<file path="src/rtl/conv_window_fetch.sv">
// Read-side walker for the padded input pre-buffer: fetches 3x3 stride-1 windows
// channel by channel and hands them to the PE array, flipping the buffer select per pass.
module conv_window_fetch #(
   parameter int ADDR_W = 16,
   parameter int DATA_W = 8
) (
   input  logic                  i_clk,
   input  logic                  i_rst,
   input  logic                  i_start,
   input  logic [15:0]           i_fm_row,
   input  logic [15:0]           i_fm_col,
   input  logic [15:0]           i_fm_n,
   output logic [ADDR_W-1:0]     o_conv_addr,
   input  logic [DATA_W-1:0]     i_conv_din,
   output logic [9*DATA_W-1:0]   o_win_data,
   output logic                  o_win_vld,
   input  logic                  i_win_rdy,
   output logic                  o_busy,
   output logic                  o_done,
   output logic                  o_buf_sel,
   output logic [2:0]            o_fsm_state
);

   // Handshake: a window transfers on any cycle with o_win_vld & i_win_rdy; o_win_vld
   // never drops and o_win_data never changes until that transfer has happened.
   localparam logic [2:0] IDLE  = 3'd0;
   localparam logic [2:0] FETCH = 3'd1;
   localparam logic [2:0] DRAIN = 3'd2;
   localparam logic [2:0] HOLD  = 3'd3;
   localparam logic [2:0] FIN   = 3'd4;

   logic [2:0]          state_q, state_d;
   logic [15:0]         row_q, row_d, col_q, col_d, n_q, n_d;
   logic [15:0]         x_q, x_d, y_q, y_d, c_q, c_d;
   logic [ADDR_W-1:0]   w_q, w_d, addr_q, addr_d, tl_q, tl_d, tl_nx;
   logic [3:0]          k_q, k_d, slot;
   logic [9*DATA_W-1:0] win_q, win_d;
   logic                sel_q, sel_d;
   logic                last_col, last_row, last_chan;

   assign last_col  = (x_q == col_q - 16'd1);
   assign last_row  = (y_q == row_q - 16'd1);
   assign last_chan = (c_q == n_q - 16'd1);
   // Data returning this cycle belongs to the address issued last cycle.
   assign slot      = k_q - 4'd1;

   always_comb begin
      state_d = state_q;
      row_d   = row_q;
      col_d   = col_q;
      n_d     = n_q;
      x_d     = x_q;
      y_d     = y_q;
      c_d     = c_q;
      w_d     = w_q;
      addr_d  = addr_q;
      tl_d    = tl_q;
      tl_nx   = tl_q;
      k_d     = k_q;
      win_d   = win_q;
      sel_d   = sel_q;
      case (state_q)
         IDLE: begin
            if (i_start) begin
               row_d = i_fm_row;
               col_d = i_fm_col;
               n_d   = i_fm_n;
               w_d   = ADDR_W'(i_fm_col) + ADDR_W'(2);
               x_d   = '0;
               y_d   = '0;
               c_d   = '0;
               k_d   = '0;
               if (i_fm_row == 16'd0 || i_fm_col == 16'd0 || i_fm_n == 16'd0) begin
                  state_d = FIN;
               end else begin
                  addr_d  = '0;
                  tl_d    = '0;
                  state_d = FETCH;
               end
            end
         end
         FETCH: begin
            if (k_q != 4'd0) win_d[DATA_W*slot +: DATA_W] = i_conv_din;
            if (k_q == 4'd8) begin
               k_d     = '0;
               state_d = DRAIN;
            end else begin
               k_d    = k_q + 4'd1;
               addr_d = addr_q + ((k_q == 4'd2 || k_q == 4'd5) ? w_q - ADDR_W'(2) : ADDR_W'(1));
            end
         end
         DRAIN: begin
            win_d[DATA_W*8 +: DATA_W] = i_conv_din;
            state_d = HOLD;
         end
         HOLD: begin
            if (i_win_rdy) begin
               if (last_col && last_row && last_chan) begin
                  state_d = FIN;
               end else begin
                  state_d = FETCH;
                  if (!last_col) begin
                     x_d   = x_q + 16'd1;
                     tl_nx = tl_q + ADDR_W'(1);
                  end else if (!last_row) begin
                     x_d   = '0;
                     y_d   = y_q + 16'd1;
                     tl_nx = tl_q + ADDR_W'(3);
                  end else begin
                     // Skipping two padding rows lands exactly on the next channel plane.
                     x_d   = '0;
                     y_d   = '0;
                     c_d   = c_q + 16'd1;
                     tl_nx = tl_q + (w_q << 1) + ADDR_W'(3);
                  end
                  tl_d   = tl_nx;
                  addr_d = tl_nx;
               end
            end
         end
         FIN: begin
            sel_d   = ~sel_q;
            state_d = IDLE;
         end
         default: state_d = IDLE;
      endcase
   end

   always_ff @(posedge i_clk) begin
      if (i_rst) begin
         state_q <= IDLE;
         row_q   <= '0;
         col_q   <= '0;
         n_q     <= '0;
         x_q     <= '0;
         y_q     <= '0;
         c_q     <= '0;
         w_q     <= '0;
         addr_q  <= '0;
         tl_q    <= '0;
         k_q     <= '0;
         win_q   <= '0;
         sel_q   <= 1'b0;
      end else begin
         state_q <= state_d;
         row_q   <= row_d;
         col_q   <= col_d;
         n_q     <= n_d;
         x_q     <= x_d;
         y_q     <= y_d;
         c_q     <= c_d;
         w_q     <= w_d;
         addr_q  <= addr_d;
         tl_q    <= tl_d;
         k_q     <= k_d;
         win_q   <= win_d;
         sel_q   <= sel_d;
      end
   end

   assign o_conv_addr = addr_q;
   assign o_win_data  = win_q;
   assign o_win_vld   = (state_q == HOLD);
   assign o_busy      = (state_q != IDLE);
   assign o_done      = (state_q == FIN);
   assign o_buf_sel   = sel_q;
   assign o_fsm_state = state_q;

endmodule

</file>
<file path="config.mk">
export PLATFORM = sky130hd
export DESIGN_NAME = conv_window_fetch
export DESIGN_NICKNAME = d
export VERILOG_FILES = /design/src/rtl/conv_window_fetch.sv
export SDC_FILE = /design/constraint.sdc
export NUM_CORES = 1
export LEC_CHECK = 0
export BUFFER_PORTS_ARGS = -buffer_cell sky130_fd_sc_hd__buf_2
export CAP_MARGIN = 20
export CORE_ASPECT_RATIO = 0.5
export CORE_MARGIN = 2
export CORE_UTILIZATION = 40
export CTS_CLUSTER_DIAMETER = 60
export DETAILED_ROUTE_END_ITERATION = 12
export GPL_ROUTABILITY_DRIVEN = 0
export HOLD_SLACK_MARGIN = 0.06
export PLACE_DENSITY_LB_ADDON = 0.12
export SLEW_MARGIN = 5
export SYNTH_ARGS = -nofsm -noshare
export SYNTH_HDL_FRONTEND = slang
export SYNTH_SLANG_ARGS = --single-unit
</file>
<file path="constraint.sdc">
create_clock -name i_clk -period 6.1 [get_ports i_clk]
set_clock_uncertainty 0.2 [all_clocks]
set_input_delay 0.915 -clock i_clk [delete_from_list [all_inputs] [get_ports i_clk]]
set_output_delay 0.915 -clock i_clk [all_outputs]
set_load 0.02 [all_outputs]
</file>
==> flow_summary.json <==
{
  "cell_row_count": 47,
  "timing.hold.worst_path_depth": 2,
  "synth.lib_cells_used.distinct": 72,
  "critPathTopFamily": "simple AND/OR/NAND/NOR gates",
  "synth.net_count": 1939,
  "initial_core_util_pct": 41.0,
  "pre_cts_ws_ns": 1.35,
  "synth_async_sr_flop_share_pct": 0,
  "detailed_place.area_sq_um": 14700,
  "met2_usage_pct": 35.1,
  "clk_pin_slew_ns": 0.07,
  "worstReg2RegEnd": "x_q[10]",
  "layout.area.seq_sq_um": 4460,
  "multi_input_comb_area_sq_um": 8660,
  "die_width_um": 266,
  "synth_area_leader_cell": "dfxtp_1",
  "cp_cell_sequence": "inv_1, ha_1, or4b_1, or3b_2, o22ai_1, a311oi_1, a211oi_1, and4_1, o31a_1, nand2b_1, a21oi_1",
  "place_hpwl_mm": 30.7,
  "detail_route.iter0.violations": 1024,
  "worstMarginPinSlew_ns": 1.01,
  "r2r.worst_path.cells": 11,
  "timing.final.setup_violations": 0,
  "synth_seq_area_share_pct": 32.6,
  "cts_tree": "yes",
  "wire_per_inst_um": 17.7,
  "viasPerCell": 5.60,
  "num_antenna_cells": 0,
  "busiest_layer": "met2",
  "min_from": "o_win_data[44]",
  "worst_r2r_startpoint": "n_q[0]",
  "setup_ws_ns": 1.31,
  "cp-startpoint": "n_q[0]",
  "synthCells": 1813,
  "fmax_mhz": 209,
  "grt_residual_overflow": 0,
  "utilization_pct": 46.6,
  "fp.dieArea_sq_um": 35900,
  "count_of_flip_flops_with_a_built_in_enable_after_synthesis": 0,
  "use_met3_pct": 3.87,
  "tritoncts.num_buffers": 24,
  "layout-area-overhead-vs-synth_pct": 13.4,
  "final_wirelength_mm": 41.6,
  "final.period_utilization_pct": 78.6,
  "routed-via-count": 13200,
  "grt_pass1_vias": 11700,
  "post_layout_minimum_cycle_time_ns": 4.79,
  "syn-cell-area_sq_um": 13700,
  "htree_num_levels": 1,
  "final_max_slew_viol_count": 0,
  "clock_tree.root_cell": "clkbuf_16",
  "firstDrtPassIters": 5,
  "layout.nets": 2024,
  "rsz0062_at_grt": "false",
  "outcome": "finished, final reports clean",
  "layout_commonest_cell": "nand2_1",
  "cts-resized-gates": 0,
  "synth_top_cell_area_share_pct": 32.6,
  "globalRouteTotalUtil_pct": 22.6,
  "crit_arrival_ns": 5.05,
  "finish.instance_area_sq_um": 15600,
  "post_route_ant_nets": 0,
  "worstSetupPathType": "reg -> reg",
  "endpoint_kind": "register",
  "clock-sinks": 223,
  "met1_routing_resource_usage_after_global_routing_pct": 32.9,
  "rrSetupSlack_ns": 1.31,
  "core_sq_um": 33400,
  "slowest_stage": "o31a_1",
  "remaining_drc_errors": 0,
  "report.final.hold_viol_count": 0,
  "postSynth.topFlopCell": "dfxtp_1",
  "cts.repair_timing.setup_buffer_count": 0,
  "p_leak_nw": 6.00,
  "crit_path_start_kind": "register",
  "io-pin-count": 155,
  "synth_area_leaders": "dfxtp_1, a21oi_1, nand2_1, ha_1, xnor2_1",
  "antenna_found_initial": 0,
  "relSlewSlack_pct": 32.9,
  "ys_seq_elements": 223,
  "hold_end": "o_win_data[44]",
  "maxCapViolations": 0,
  "drive_above_1_share_pct": 12.3,
  "die_y_um": 135,
  "grt_start_max_net_pins": 110,
  "hold_buffers": 0,
  "synth-warning-count": 0,
  "cp_num_buf_inv": 1,
  "worstSkewPairLatency_ns": 0.55,
  "timing.hold.ws_ns": 0.251,
  "commonest_cells_after_routing_fill_and_taps_aside": "nand2_1, dfxtp_1, a21oi_1, buf_2, nor2_1",
  "clock_tree.buffer_depth": 3,
  "setup-tns-final_ns": 0,
  "post_synth.cell_area_avg_sq_um": 7.56,
  "critical_path.max_stage_delay_ns": 0.87,
  "grt_pass1_wl_mm": 65.7,
  "io_buffers": 154,
  "min_path_type": "reg -> reg",
  "timing.critical_path.fanout_max": 32,
  "power.density_nw_per_um2": 300,
  "irDropWorstVdd_mv": 0.152,
  "layout.filler_cells": 3403,
  "crit_required_ns": 6.36
}
per-layer routing:
metal | share of wire, % | vias up
li1 | - | 6684
met4 | 1.9 | 0
met2 | 43 | 294
met1 | 50 | 6155
met5 | 0 | -
met3 | 5.0 | 53
worst min-delay path, stage by stage (launching register included):
cell     delay [ns]
dfxtp_1        0.31
nand2_1        0.05
a21oi_1        0.05
through the flow:
stage / cells / total power (W)
CTS: 2354 / 0.00469
finish: 2356 / 0.00466
floorplan: 1813 / 0.00276
global route: 2356 / 0.00494
detailed placement: 2311 / 0.00314
global placement: 2311 / 0.00314
where the power goes:
group          total [W]  switching (W)  internal [W]
Combinational    0.00137       0.000851      0.000518
Clock            0.00154       0.000656      0.000885
Sequential       0.00175       0.000181       0.00157
Total            0.00466        0.00169       0.00298
area by class of cell:
| class | instances | share of cell area, % |
|---|---|---|
| Clock buffer | 33 | 4.46 |
| Clock inverter | 10 | 0.772 |
| Inverter | 51 | 1.23 |
| Multi-Input combinational cell | 1431 | 55.7 |
| Sequential cell | 223 | 28.7 |
| Tap cell | 441 | 3.55 |
| Timing Repair Buffer | 167 | 5.62 |
synth_stat cells (31+ instances only):
cell type	number
clkbuf_1	93
a21oi_1	208
nand2_1	256
xnor2_1	78
nor2_1	146
or3_1	36
nor3_1	44
ha_1	64
a211oi_1	39
xor2_1	49
inv_1	51
dfxtp_1	223
nand4_1	31
o21ai_0	59
nand3_1	126
state kept, by name (all words and copies together) (netlist names):
register / flops
y_q: 16
tl_q: 16
o_win_data: 72
col_q: 16
o_fsm_state: 3
n_q: 16
k_q: 4
o_conv_addr: 16
x_q: 16
row_q: 16
w_q: 15
o_buf_sel: 1
c_q: 16
how the worst max path moves through the flow:
stage	to	cells past startpoint
5_1_grt	x_q[9]	11
4_1_cts	x_q[4]	11
6_report	x_q[10]	11
2_1_floorplan	c_q[14]	14
3_3_place_gp	x_q[5]	11
3_5_place_dp	x_q[4]	11
cell families after synthesis:
logic type,Yosys count,synth area share (%)
AOI/OAI and AO/OA,438,19.6
buffers and inverters,159,4.44
DFF,223,32.6
muxes,20,1.48
xor gates and xnor gates,128,8.28
adders and majority gates,66,6.13
and+or+nand+nor,779,27.5
Power figures use the tool's default switching activity.
